### src/rtl/dm_arb_pkg.sv
// Shared definitions for the data-memory arbiter: owner states and the
// full-word load/store codes used by dm and the control unit.
package dm_arb_pkg;

  typedef enum logic [0:0] {
    S_CPU = 1'b0,
    S_DMA = 1'b1
  } arb_state_e;

  localparam logic [2:0] LD_W = 3'b000;
  localparam logic [1:0] SV_W = 2'b00;

endpackage

### src/rtl/dm_arbiter.sv
// Arbitrates the single data memory between the CPU (default owner,
// zero-latency pass-through) and a word-wide DMA/debug-loader port.
module dm_arbiter
  import dm_arb_pkg::*;
#(
  parameter int unsigned AW      = 7,
  parameter int unsigned DW      = 32,
  parameter int unsigned STARVE  = 8,
  parameter int unsigned DMA_RUN = 4
) (
  input  logic          clk,
  input  logic          rstn,
  input  logic          cpu_req,
  input  logic          cpu_we,
  input  logic [AW-1:0] cpu_addr,
  input  logic [DW-1:0] cpu_wdata,
  input  logic [2:0]    cpu_ld,
  input  logic [1:0]    cpu_sv,
  output logic [DW-1:0] cpu_rdata,
  output logic          cpu_stall,
  input  logic          dma_req,
  input  logic          dma_we,
  input  logic [AW-1:0] dma_addr,
  input  logic [DW-1:0] dma_wdata,
  output logic          dma_gnt,
  output logic [DW-1:0] dma_rdata,
  output logic          dma_rvalid,
  output logic          dm_wr,
  output logic [AW-1:0] dm_addr,
  output logic [DW-1:0] dm_din,
  output logic [2:0]    dm_ld,
  output logic [1:0]    dm_sv,
  input  logic [DW-1:0] dm_dout
);

  localparam int unsigned WCW = $clog2(STARVE) + 1;
  localparam int unsigned RCW = $clog2(DMA_RUN) + 1;

  arb_state_e     r_state;
  arb_state_e     w_state_nxt;
  logic [WCW-1:0] r_wait_cnt;
  logic [RCW-1:0] r_run_cnt;
  logic [DW-1:0]  r_dma_rdata;
  logic           r_dma_rvalid;
  logic           w_wait_full;
  logic           w_run_full;
  logic           w_enter_dma;
  logic           w_dma_rd;

  assign w_wait_full = (r_wait_cnt == WCW'(STARVE - 1));
  assign w_run_full  = (r_run_cnt == RCW'(DMA_RUN - 1));
  assign w_enter_dma = (r_state == S_CPU) && (w_state_nxt == S_DMA);
  assign w_dma_rd    = (r_state == S_DMA) && dma_req && !dma_we;

  assign cpu_rdata  = dm_dout;
  assign dma_rdata  = r_dma_rdata;
  assign dma_rvalid = r_dma_rvalid;

  // Owner next-state and memory-port muxing
  always_comb begin
    w_state_nxt = r_state;
    dm_wr       = cpu_req & cpu_we;
    dm_addr     = cpu_addr;
    dm_din      = cpu_wdata;
    dm_ld       = cpu_ld;
    dm_sv       = cpu_sv;
    dma_gnt     = 1'b0;
    cpu_stall   = 1'b0;
    case (r_state)
      S_CPU: begin
        if (dma_req && (!cpu_req || w_wait_full)) w_state_nxt = S_DMA;
      end
      S_DMA: begin
        dm_wr     = dma_req & dma_we;
        dm_addr   = dma_addr;
        dm_din    = dma_wdata;
        dm_ld     = LD_W;
        dm_sv     = SV_W;
        dma_gnt   = dma_req;
        cpu_stall = cpu_req;
        if (!dma_req || (cpu_req && w_run_full)) w_state_nxt = S_CPU;
      end
      default: w_state_nxt = S_CPU;
    endcase
  end

  // State, starvation/run counters and registered DMA read data
  always_ff @(posedge clk or negedge rstn) begin
    if (!rstn) begin
      r_state      <= S_CPU;
      r_wait_cnt   <= '0;
      r_run_cnt    <= '0;
      r_dma_rdata  <= '0;
      r_dma_rvalid <= 1'b0;
    end else begin
      r_state      <= w_state_nxt;
      r_dma_rvalid <= w_dma_rd;
      if (w_dma_rd) r_dma_rdata <= dm_dout;
      if (w_enter_dma) begin
        r_wait_cnt <= '0;
        r_run_cnt  <= '0;
      end else begin
        if ((r_state == S_CPU) && dma_req && cpu_req && (r_wait_cnt != WCW'(STARVE)))
          r_wait_cnt <= r_wait_cnt + WCW'(1);
        // Holding at DMA_RUN-1 lets a CPU request that arrives late in a long
        // uncontested burst end it after one more grant.
        if (dma_gnt && !w_run_full)
          r_run_cnt <= r_run_cnt + RCW'(1);
      end
    end
  end

endmodule

### config.mk
export PLATFORM = sky130hd
export DESIGN_NAME = dm_arbiter
export DESIGN_NICKNAME = d
export VERILOG_FILES = /design/src/rtl/dm_arb_pkg.sv /design/src/rtl/dm_arbiter.sv
export SDC_FILE = /design/constraint.sdc
export NUM_CORES = 1
export LEC_CHECK = 0
export BUFFER_PORTS_ARGS = -buffer_cell sky130_fd_sc_hd__buf_2
export CORE_MARGIN = 2
export CORE_UTILIZATION = 35
export CTS_BUF_LIST = sky130_fd_sc_hd__clkbuf_4 sky130_fd_sc_hd__clkbuf_8
export DETAILED_ROUTE_END_ITERATION = 10
export PLACE_DENSITY = 0.81
export SYNTH_ARGS = -nofsm -noshare
export SYNTH_HDL_FRONTEND = slang
export SYNTH_SLANG_ARGS = --single-unit
### constraint.sdc
create_clock -name clk -period 1.25 [get_ports clk]
set_input_delay 0.125 -clock clk [delete_from_list [all_inputs] [get_ports clk]]
set_output_delay 0.125 -clock clk [all_outputs]
set_load 0.01 [all_outputs]
Word-level counts from Yosys, hierarchy flattened
Index checks and enable logic that the tools add are counted.
{"block": "op_classes", "n_addsub": 2, "eq_ne": 3, "mux": 14, "bitwise_logic": 3, "n_reduce_logical": 17}
{"operator": "$mux 32", "count": 1}
{"operator": "$logic_and 1x1->1", "count": 9}
{"operator": "$mux 3", "count": 3}
{"operator": "$mux 4", "count": 2}
{"operator": "$mux 7", "count": 1}
{"operator": "$mux 1", "count": 5}
{"operator": "$add 4x1->4 const B", "count": 1}
{"operator": "$eq 4x3->1 const B", "count": 1}
{"operator": "$logic_not 1->1", "count": 4}
{"operator": "$ne 4x4->1 const B", "count": 1}
{"operator": "$reduce_bool 2->1", "count": 2}
{"operator": "$add 3x1->3 const B", "count": 1}
{"operator": "$eq 3x2->1 const B", "count": 1}
{"operator": "$and 1x1->1", "count": 2}
{"operator": "$logic_or 1x1->1", "count": 2}
{"operator": "$mux 2", "count": 1}
{"operator": "$pmux 1 s2", "count": 1}
{"operator": "$not 1->1", "count": 1}
{"block": "totals", "register_bits": 41, "in_bits": 121, "word_cells": 44}

Logic depth before layout (Yosys ltp)
Gate-level depths: netlist of the first run.
{"block": "depth", "ltp_word": 7, "depth_mapped": 6, "depth_no_buf": 5}

Worst setup path after synthesis of the first run
No wires, ideal clock.
{"block": "synth_path", "path_type": "register to register", "startpoint": "reg r_state", "endpoint": "reg r_dma_rdata[0], in the netlist dma_rdata[0]", "setup_ns": 0.125, "arrival_ns": 1.274, "required_ns": 1.125, "slack_ns": -0.149, "path_stages_with_launch": 7, "synth_period_minus_slack_ns": 1.399, "cell_sequence": "dfrtp_1 -> buf_4 -> and2_4 -> nand2b_1 -> buf_6 -> buf_6 -> mux2_4"}
{"block": "synth_between", "elab_chain_len": 2}
{"item": "start, declared", "line": "dm_arbiter.sv:39", "text": "arb_state_e r_state;"}
{"item": "start signal, assigned", "line": "dm_arbiter.sv:96", "text": "r_state <= w_state_nxt;"}
{"item": "$logic_and 1x1->1 (2 in series)", "line": "dm_arbiter.sv:53", "text": "assign w_dma_rd = (r_state == S_DMA) && dma_req && !dma_we;"}
{"item": "end signal, assigned", "line": "dm_arbiter.sv:98", "text": "if (w_dma_rd) r_dma_rdata <= dm_dout;"}
{"item": "end, declared", "line": "dm_arbiter.sv:43", "text": "logic [DW-1:0] r_dma_rdata;"}
Every way passes these cells.
A chain may end at the register's enable or synchronous reset.

Final worst setup path of the first run
{"block": "layout_path", "startpoint": "reg r_state", "endpoint": "out dm_din[5]"}
{"block": "layout_between", "elab_chain_len": 1}
{"item": "$mux 32", "line": "dm_arbiter.sv:69", "text": "case (r_state)"}
{"item": "end, declared", "line": "dm_arbiter.sv:30", "text": "output logic [DW-1:0] dm_din,"}
Every way passes these cells.

==> results of run 1 <==
metal layers:
layer  routed length [µm]  share of wire, %
met1                 2890                38
met2                 4220                55
met3                  501               6.5
met4                   70              0.91
met5                    0                 0
report_power, final:
part	switching, mW	internal (mW)	total (mW)	leakage [nW]
combinational	0.841	1.18	2.02	1.77
sequential	0.197	1.64	1.84	0.499
clock	0.469	0.622	1.09	0.0588
cell families (layout without fill, tap and decap cells):
group,count (synthesis),in the layout,share of synthesized area (%)
and+or+nand+nor,22,22,4.99
muxes,74,74,36.4
buffers and inverters,50,274,13.5
adders and majority gates,4,4,1.94
DFF,41,41,39.7
AOI/OAI and AO/OA,13,13,3.49
critical path, cell delays in order (launching register included):
cell       delay, ns
dfrtp_2         0.46
clkbuf_16       0.23
mux2_2          0.34
buf_2           0.14
flip-flops by register name, summed over array words and instances (netlist names):
name        cells
r_run_cnt       3
dma_rdata      32
dma_rvalid      1
r_wait_cnt      4
r_state         1
path summary, 6_finish.rpt:
check	from	end	cells after the start	slack [ns]
min	dm_dout[16]	dma_rdata[16]$_DFFE_PN0P_	2	0.07
min in group asynchronous	rstn	dma_rdata[0]$_DFFE_PN0P_	2	0.32
min reg2reg	dma_rdata[12]$_DFFE_PN0P_	dma_rdata[12]$_DFFE_PN0P_	1	0.51
max in group asynchronous	rstn	r_state$_DFF_PN0_	3	0.45
max	r_state$_DFF_PN0_	dm_din[5]	3	-0.35
max reg2reg	r_state$_DFF_PN0_	dma_rdata[5]$_DFFE_PN0P_	6	-0.28
through the flow:
| step | hold WS (ns) | total power, mW | TNS, ns | worst slack, ns | cells |
|---|---|---|---|---|---|
| 6_report | 0.0702 | 4.95 | -20.33 | -0.346 | 527 |
| 5_1_grt | 0.0655 | 5.22 | -23.68 | -0.386 | 527 |
| 4_1_cts | 0.0667 | 4.91 | -18.19 | -0.350 | 527 |
| 3_5_place_dp | 0.0889 | 3.69 | -3.38 | -0.111 | 507 |
| 3_3_place_gp | 0.0794 | 3.61 | -1.52 | -0.0867 | 507 |
| 2_1_floorplan | -0.171 | 2.91 | -3.96 | -0.136 | 204 |
cells in the final DEF (no fill, tap or decap), types with 2 or more instances in the layout:
cell,instances
inv_1,6
nand2_1,3
buf_2,227
o21ai_2,2
o21ai_1,2
mux2i_1,2
buf_12,6
ha_2,2
a22o_1,2
nand3_1,5
buf_4,11
mux2_2,34
clkbuf_8,5
buf_16,2
buf_6,9
nand2b_4,3
a32o_1,2
mux2_4,38
nor2b_1,5
dfrtp_1,40
buf_8,2
layout make-up:
type                    instances  area [µm²]  area share [%]
repair buffers                259        1560            37.3
multi-input cells             113        1320            31.7
flip-flops and latches         41        1030            24.6
well taps                      99         124            2.96
clock buffers                   6        76.3            1.83
clock inverters                 2        38.8           0.928
inverters                       7        28.8           0.689
cells in the mapped netlist:
library cell and count:
or4_1 1, a21oi_1 2, nand3b_1 1, inv_1 7
and2_1 1, nand2_1 3, a22o_1 2, dfrtp_1 41
a32o_1 2, ha_1 4, nor2b_1 6, buf_6 4
nand3_1 5, o21ai_0 4, buf_2 6, a31o_2 1
and2_4 1, buf_4 33, mux2_2 43, mux2_4 29
a31oi_1 1, mux2i_1 2, nand2b_1 4, a21o_1 1
repair_timing:
item / 4_1_cts / 5_1_grt
resized for setup: 26 / 21
pin swaps: 5 / 0
cloned: 4 / 1
hold buffers: 1 / 0
setup buffers: 7 / 4
endpoints found under the hold margin: 18 / 0
setup endpoints to repair: 84 / 87
==> metrics.md, run 1 <==
| Metric | Value |
|---|---|
| Area share of the largest cell type after synthesis | `39.7%` |
| DP Area | `3720 µm²` |
| Initial Utilization | `35.8%` |
| Antenna Violating Nets Remaining | `0` |
| Fillers | `628` |
| Final worst-path cycle share | `128%` |
| CTS tree | `yes` |
| Largest net degree at the start of global routing | `46` |
| Grt met1 use | `19.4%` |
| Status | `finished with violations` |
| Peak supply drop | `0.534 mV` |
| Final setup vio count | `87` |
| Met2 Usage GRT | `33.6%` |
| Worst-Margin Slew | `0.443 ns` |
| Area leader, netlist | `dfrtp_1` |
| Synth unique cells | `24` |
| RD Place Congestion | `0.802` |
| Vias | `2383` |
| Top cells by area in the synthesized netlist | `dfrtp_1 40%, mux2_2 19%, mux2_4 17%` |
| HP Class | `in2reg` |
| Crit end category | `output pin` |
| Final hold vios | `0` |
| Ant. Diodes | `0` |
| Gate Count Post-Synth | `204` |
| Synthesized area per cell | `12.7 µm²` |
| Synthesis-to-layout area growth | `61.7%` |
| Worst Path Max Fanout | `22` |
| DIE HEIGHT | `89.9 µm` |
| Clk slew on worst S/H paths | `0.09 ns` |
| Max-cap check violation count | `0` |
| Clock skew | `0.0127 ns` |
| GRT Overall Usage | `17.4%` |
| Gr busiest metal | `met2` |
| Site Rows | `31` |
| Starting DRT DRC Count | `76` |
| Pwr Density | `1190 nW/µm²` |
| Clock Tree Buf Depth | `2` |
| TritonRoute pass-1 iters | `4` |
| Die X | `89.9 µm` |
| Clock Sink Count | `41` |
| CTS buffer count | `5` |
| First-pass GRT wire length | `11500 µm` |
| Global route overflow | `0` |
| Clock Latency Late Sink | `0.29 ns` |
| Startpoint types | `flop` |
| DR WL/cell | `14.6 µm` |
| Post-route design area | `4180 µm²` |
| Vias in the first global route | `2433` |
| Failing checks | `negative setup slack` |
| Slew Viols, Final | `0` |
| DIE AREA | `8090 µm²` |
| Worst EP arrival | `1.47 ns` |
| Post-synthesis sequential area ratio | `39.7%` |
| Drt via density | `4.52` |
| Cell Area, Synth | `2580 µm²` |
| Slew HR | `70.4%` |
| Clock root buffer master | `clkbuf_8` |
| Setup CP Type | `reg2out` |
| DRC Markers | `0` |
| H-tree depth | `2` |
| Seq cells post-synth | `41` |
| Top Ports | `233` |
| Yosys warnings | `0` |
| Initial antenna violation count | `0` |
| Pleak | `2.33 nW` |
| Core Box Area | `7210 µm²` |
| Final core occ | `57.9%` |
| WP data required | `1.12 ns` |
| RSZ-0062 raised after global routing | `true` |
| Fmax | `0.627 GHz` |
| Final worst path period need | `1.60 ns` |
| WL final | `7680 µm` |
| PortBufs | `232` |
| HPWL Detailed | `5700 µm` |
| Layout Nets | `552` |
| GR Layer Usage met3 | `3.19%` |
| Post-synth net total | `329` |
| Layout cell share with drive strength beyond 1 | `82.7%` |
| Fin worst setup slack | `-0.346 ns` |
Power figures use the tool's default switching activity.
==> inputs of run 2 (changes only) <==
--- a/config.mk
+++ b/config.mk
@@ -6,11 +6,13 @@
 export NUM_CORES = 1
 export LEC_CHECK = 0
 export BUFFER_PORTS_ARGS = -buffer_cell sky130_fd_sc_hd__buf_2
+export CELL_PAD_IN_SITES_DETAIL_PLACEMENT = 0
+export CELL_PAD_IN_SITES_GLOBAL_PLACEMENT = 1
 export CORE_MARGIN = 2
-export CORE_UTILIZATION = 35
+export CORE_UTILIZATION = 24
 export CTS_BUF_LIST = sky130_fd_sc_hd__clkbuf_4 sky130_fd_sc_hd__clkbuf_8
 export DETAILED_ROUTE_END_ITERATION = 10
-export PLACE_DENSITY = 0.81
+export PLACE_DENSITY = 0.79
 export SYNTH_ARGS = -nofsm -noshare
 export SYNTH_HDL_FRONTEND = slang
 export SYNTH_SLANG_ARGS = --single-unit
==> run 2 against run 1 <==
Against the previous run:
- the flow still finishes with violations (negative setup slack)
- combinational power about the same
- sequential share of layout area up 0.27 points
- fmax rose by 3.0%
- routed wire length is 5.4% lower
- clock-buffer cell count is 1 lower
- worst hold slack gained 0.0034 ns
- global-route usage shrank 5.7 points
- critical endpoint is now dm_din[16]
- largest power group unchanged
==> metrics.md, run 2 (synthesized netlist as in run 1, its figures left out) <==
| Metric | Value |
|---|---|
| Commonest non-fill, non-tap cell in the layout | `buf_2` |
| Worst EP arrival | `1.42 ns` |
| Initial Utilization | `24.9%` |
| Slowest CP cell | `dfrtp_2` |
| Hold endpoint | `dma_rdata[16]$_DFFE_PN0P_` |
| Synthesis-to-layout area growth | `60.0%` |
| Highest Signal Layer | `met4` |
| Worst Path Max Fanout | `29` |
| GRT Overall Usage | `11.6%` |
| Worst hold slack | `0.0736 ns` |
| DIE AREA | `11600 µm²` |
| Max-cap check violation count | `0` |
| Crit end category | `output pin` |
| WL final | `7270 µm` |
| Clock Sink Count | `41` |
| Antenna Violating Nets Remaining | `0` |
| DIE HEIGHT | `108 µm` |
| Worst-Margin Slew | `0.459 ns` |
| DR WL/cell | `12.9 µm` |
| R2R Path End | `dma_rdata[2]$_DFFE_PN0P_` |
| Peak supply drop | `0.425 mV` |
| Vias | `2357` |
| Starting DRT DRC Count | `53` |
| Clock root buffer master | `clkbuf_8` |
| Core Box Area | `10400 µm²` |
| H-tree depth | `2` |
| RSZ-0062 raised after global routing | `true` |
| Site Rows | `37` |
| Clock Tree Buf Depth | `2` |
| CTS buffer count | `5` |
| Most frequent cells in the layout | `231 x buf_2, 40 x dfrtp_1, 39 x mux2_2` |
| Status | `finished with violations` |
| Pwr Density | `1200 nW/µm²` |
| Hold Crit Depth | `2` |
| First-pass GRT wire length | `10700 µm` |
| Met1 WL | `2860 µm` |
| Layout cell share with drive strength beyond 1 | `83.1%` |
| TritonRoute pass-1 iters | `5` |
| Pleak | `2.27 nW` |
| Slew HR | `69.4%` |
| HP Class | `in2reg` |
| Slew Viols, Final | `0` |
| WL met2 | `3850 µm` |
| Setup CP Type | `reg2out` |
| Startpoint types | `flop` |
| Clock Latency Late Sink | `0.29 ns` |
| RD Place Congestion | `0.707` |
| Largest net degree at the start of global routing | `30` |
| PortBufs | `232` |
| Ant. Diodes | `0` |
| Flop2flop setup slack | `-0.15 ns` |
| Final worst-path cycle share | `124%` |
| CP max stage delay | `0.43 ns` |
| Fmax | `0.646 GHz` |
| Drt via density | `4.19` |
| Vias in the first global route | `2301` |
| Initial antenna violation count | `0` |
| Failing checks | `negative setup slack` |
| Worst Hold Launch | `dm_dout[16]` |
| Max FFs per register | `32` |
| Clk slew on worst S/H paths | `0.08 ns` |
| Clock skew | `0.00693 ns` |
| FF-to-FF path depth | `5` |
| Final setup vio count | `83` |
| Final hold vios | `0` |
| CTS tree | `yes` |
| Fin worst setup slack | `-0.299 ns` |
| Layout Nets | `550` |
| Critical Path Source | `r_state$_DFF_PN0_` |
| Final worst path period need | `1.55 ns` |
| HPWL Detailed | `5700 µm` |
| Top Ports | `233` |
| Crit-path cells | `buf_12 -> mux2_2 -> buf_2` |
| Final TNS setup | `-15.15 ns` |
| Metal3 WL | `493 µm` |
| Die X | `108 µm` |
| Reg-to-reg startpoint | `r_state$_DFF_PN0_` |
| Global route overflow | `0` |
| DRC Markers | `0` |
| WP data required | `1.12 ns` |
## run 2: cell count changes in the layout (fill, tap and decap cells not counted), moves of 2 or more
cell | previous run | this run
buf_2 | 227 | 231
buf_6 | 9 | 4
inv_2 | 0 | 2
mux2_2 | 34 | 39
mux2_4 | 38 | 33
nand3_2 | 0 | 2
nand3_1 | 5 | 3
buf_12 | 6 | 8
buf_16 | 2 | 0
## run 2: timing repair
item | 4_1_cts | 5_1_grt
hold buffers | 1 | 0
setup endpoints to repair | 84 | 87
setup buffers | 4 | 6
resized for setup | 23 | 27
endpoints found under the hold margin | 17 | 0
cloned | 3 | 0
pin swaps | 4 | 5
## run 2: final cells by class
class	instances	area, µm²
clock buffer	5	68.8
multi-input combinational	113	1320
fill	1036	6240
sequential	41	1030
inverter	7	26.3
tap	136	170
clock inverter	3	43.8
timing repair buffer	257	1480
## run 2: worst max-delay path by stage
stage	endpoint	slack, ns	depth (start not counted)
after detailed placement	dm_din[16]	-0.12	3
final	dm_din[16]	-0.30	3
after floorplan	dma_rdata[0]$_DFFE_PN0P_	-0.14	6
after CTS	dm_din[4]	-0.31	3
after global placement	dma_rdata[25]$_DFFE_PN0P_	-0.08	4
after global routing	dm_din[1]	-0.37	3
## run 2: routing by layer
metal	track usage (%)	vias up
li1	-	1118
met1	13.5	1106
met2	21.7	129
met3	2.00	4
met4	3.30	0
met5	0	-
## run 2: metrics by stage
step | utilization, % | cell area [µm²] | power, mW | instances | setup WS [ns]
floorplan | - | 2610 | 2.91 | 204 | -0.136
global placement | 36.2 | 3760 | 3.63 | 546 | -0.0809
detailed placement | 36.2 | 3760 | 3.67 | 546 | -0.120
CTS | 39.3 | 4080 | 4.90 | 562 | -0.309
global route | 39.9 | 4130 | 5.26 | 562 | -0.367
finish | 39.9 | 4130 | 4.95 | 562 | -0.299
## run 2: power breakdown
group / switching, mW / leakage [nW] / internal, mW
clock: 0.471 / 0.0585 / 0.599
sequential: 0.182 / 0.499 / 1.64
combinational: 0.844 / 1.72 / 1.21
total: 1.50 / 2.27 / 3.45
## run 2: worst max-delay path: cells and delay by family (launching register included)
kind / cells / cell delay, ns
buf+inv: 2 / 0.34
flops: 1 / 0.43
mux: 1 / 0.35
==> inputs of run 3 (changes only) <==
--- a/config.mk
+++ b/config.mk
@@ -16,3 +16,4 @@
 export SYNTH_ARGS = -nofsm -noshare
 export SYNTH_HDL_FRONTEND = slang
 export SYNTH_SLANG_ARGS = --single-unit
+export TNS_END_PERCENT = 50
==> run 3 against run 2 <==
Against the previous run:
- the run still ends with negative setup slack left
- routed wire length increased by 14%
- clock power shrank 21%
- register-to-register slack got worse by 0.14 ns
- via count is 1.2% higher
- critical path type unchanged
==> metrics.md, run 3 (synthesized netlist as in run 1, its figures left out) <==
| Metric | Value |
|---|---|
| Commonest non-fill, non-tap cell in the layout | `buf_2` |
| Vias in the first global route | `2275` |
| Fmax | `0.627 GHz` |
| Clock Sink Count | `41` |
| Ant. Diodes | `0` |
| Fin worst setup slack | `-0.345 ns` |
| Die X | `108 µm` |
| Pwr Density | `1110 nW/µm²` |
| Failing checks | `negative setup slack` |
| DIE HEIGHT | `108 µm` |
| Peak supply drop | `0.521 mV` |
| Final core occ | `41.6%` |
| DP Area | `3750 µm²` |
| Status | `finished with violations` |
| Final worst path period need | `1.59 ns` |
| Vias | `2386` |
| Crit-path cells | `buf_4 -> buf_12 -> mux2_2 -> buf_2` |
| Clock Latency Late Sink | `0.29 ns` |
| GRT Overall Usage | `12.2%` |
| Layout Nets | `555` |
| Clock Tree Buf Depth | `2` |
| Site Rows | `37` |
| WL final | `8290 µm` |
| Crit end category | `output pin` |
| Most frequent cells in the layout | `208 x buf_2, 40 x dfrtp_1, 39 x mux2_4` |
| Clock skew | `0.00792 ns` |
| CTS tree | `yes` |
| Slew HR | `72.0%` |
| First-pass GRT wire length | `11200 µm` |
| PortBufs | `232` |
| Synthesis-to-layout area growth | `66.9%` |
| Setup CP Type | `reg2out` |
| Startpoint types | `flop` |
| DIE AREA | `11600 µm²` |
| CP max stage delay | `0.40 ns` |
| Top Ports | `233` |
| H-tree depth | `2` |
| Post-route design area | `4310 µm²` |
| DR WL/cell | `14.6 µm` |
| Pleak | `2.37 nW` |
| RSZ-0062 raised after global routing | `true` |
| Fillers | `1008` |
| Starting DRT DRC Count | `68` |
| TritonRoute pass-1 iters | `4` |
| Final worst-path cycle share | `128%` |
| DRC Markers | `0` |
| Slew Viols, Final | `0` |
| Worst-Margin Slew | `0.419 ns` |
| Final setup vio count | `87` |
| RD Place Congestion | `0.788` |
| Core Box Area | `10400 µm²` |
| Initial Utilization | `24.9%` |
| Max FFs per register | `32` |
| Fin cells | `567` |
| Worst EP arrival | `1.47 ns` |
| Antenna Violating Nets Remaining | `0` |
| Drt via density | `4.21` |
| Largest net degree at the start of global routing | `50` |
| Worst Path Max Fanout | `13` |
| Final TNS setup | `-23.20 ns` |
| HPWL Detailed | `6070 µm` |
| Post-Place Cells | `544` |
| Clock root buffer master | `clkbuf_8` |
| Layout cell share with drive strength beyond 1 | `82.4%` |
| Max-cap check violation count | `0` |
| Initial antenna violation count | `0` |
| Slowest CP cell | `dfrtp_2` |
| HP Class | `in2reg` |
| Global route overflow | `0` |
| Final hold vios | `0` |
| CTS buffer count | `5` |
| WP data required | `1.12 ns` |
| Clk slew on worst S/H paths | `0.08 ns` |
## run 3: cell count changes in the layout (fill, tap and decap cells not counted), sizes merged
cell      before  now
clkbuf         5    8
buf          256  258
bufinv         1    0
clkinv         1    2
clkinvlp       0    1
inv            8    7
## run 3: cell type report
| cell class | count | area (µm²) | area share (%) |
|---|---|---|---|
| timing repair buffer | 262 | 1700 | 39.3 |
| multi-input combinational | 113 | 1310 | 30.3 |
| sequential | 41 | 1030 | 23.8 |
| tap | 136 | 170 | 3.95 |
| clock buffer | 5 | 68.8 | 1.60 |
| inverter | 7 | 26.3 | 0.609 |
| clock inverter | 3 | 17.5 | 0.406 |
## run 3: worst max-delay path, delay by kind of cell (launching register included)
kind,cells,cell delay [ns]
flops,1,0.40
buf+inv,3,0.41
mux,1,0.36
## run 3: stage by stage
step | worst slack, ns | total power [mW] | hold slack, ns
2_1_floorplan | -0.136 | 2.91 | -0.171
3_3_place_gp | -0.0932 | 3.63 | 0.0788
3_5_place_dp | -0.115 | 3.68 | 0.0819
4_1_cts | -0.393 | 4.59 | 0.0609
5_1_grt | -0.401 | 5.11 | 0.0554
6_report | -0.345 | 4.78 | 0.0725
## run 3: worst paths after layout
| check | start | end | slack, ns | depth (start not counted) |
|---|---|---|---|---|
| max | r_state$_DFF_PN0_ | dm_din[20] | -0.34 | 4 |
| min | dm_dout[18] | dma_rdata[18]$_DFFE_PN0P_ | 0.07 | 2 |
| max reg2reg | r_state$_DFF_PN0_ | dma_rdata[26]$_DFFE_PN0P_ | -0.29 | 6 |
| min reg2reg | dma_rdata[10]$_DFFE_PN0P_ | dma_rdata[10]$_DFFE_PN0P_ | 0.51 | 1 |
| max in group asynchronous | rstn | r_state$_DFF_PN0_ | 0.48 | 3 |
| min in group asynchronous | rstn | dma_rdata[13]$_DFFE_PN0P_ | 0.30 | 2 |
## run 3: where the power goes
part	switching (mW)	internal (mW)
Sequential	0.186	1.64
Combinational	0.850	1.26
Clock	0.457	0.385
Total	1.49	3.29
## run 3: routing by layer
layer / wire, µm / track usage [%]
met1: 3340 / 14.9
met4: 76 / 3.30
met3: 585 / 2.24
met5: 0 / 0
met2: 4290 / 21.7
## run 3: what timing repair did
action | CTS | global route
pin swaps | 5 | 1
endpoints found under the hold margin | 17 | 0
hold buffers | 1 | 0
setup endpoints to repair | 84 | 87
cloned | 0 | 6
resized for setup | 14 | 51
buffers inserted | 1 | 7
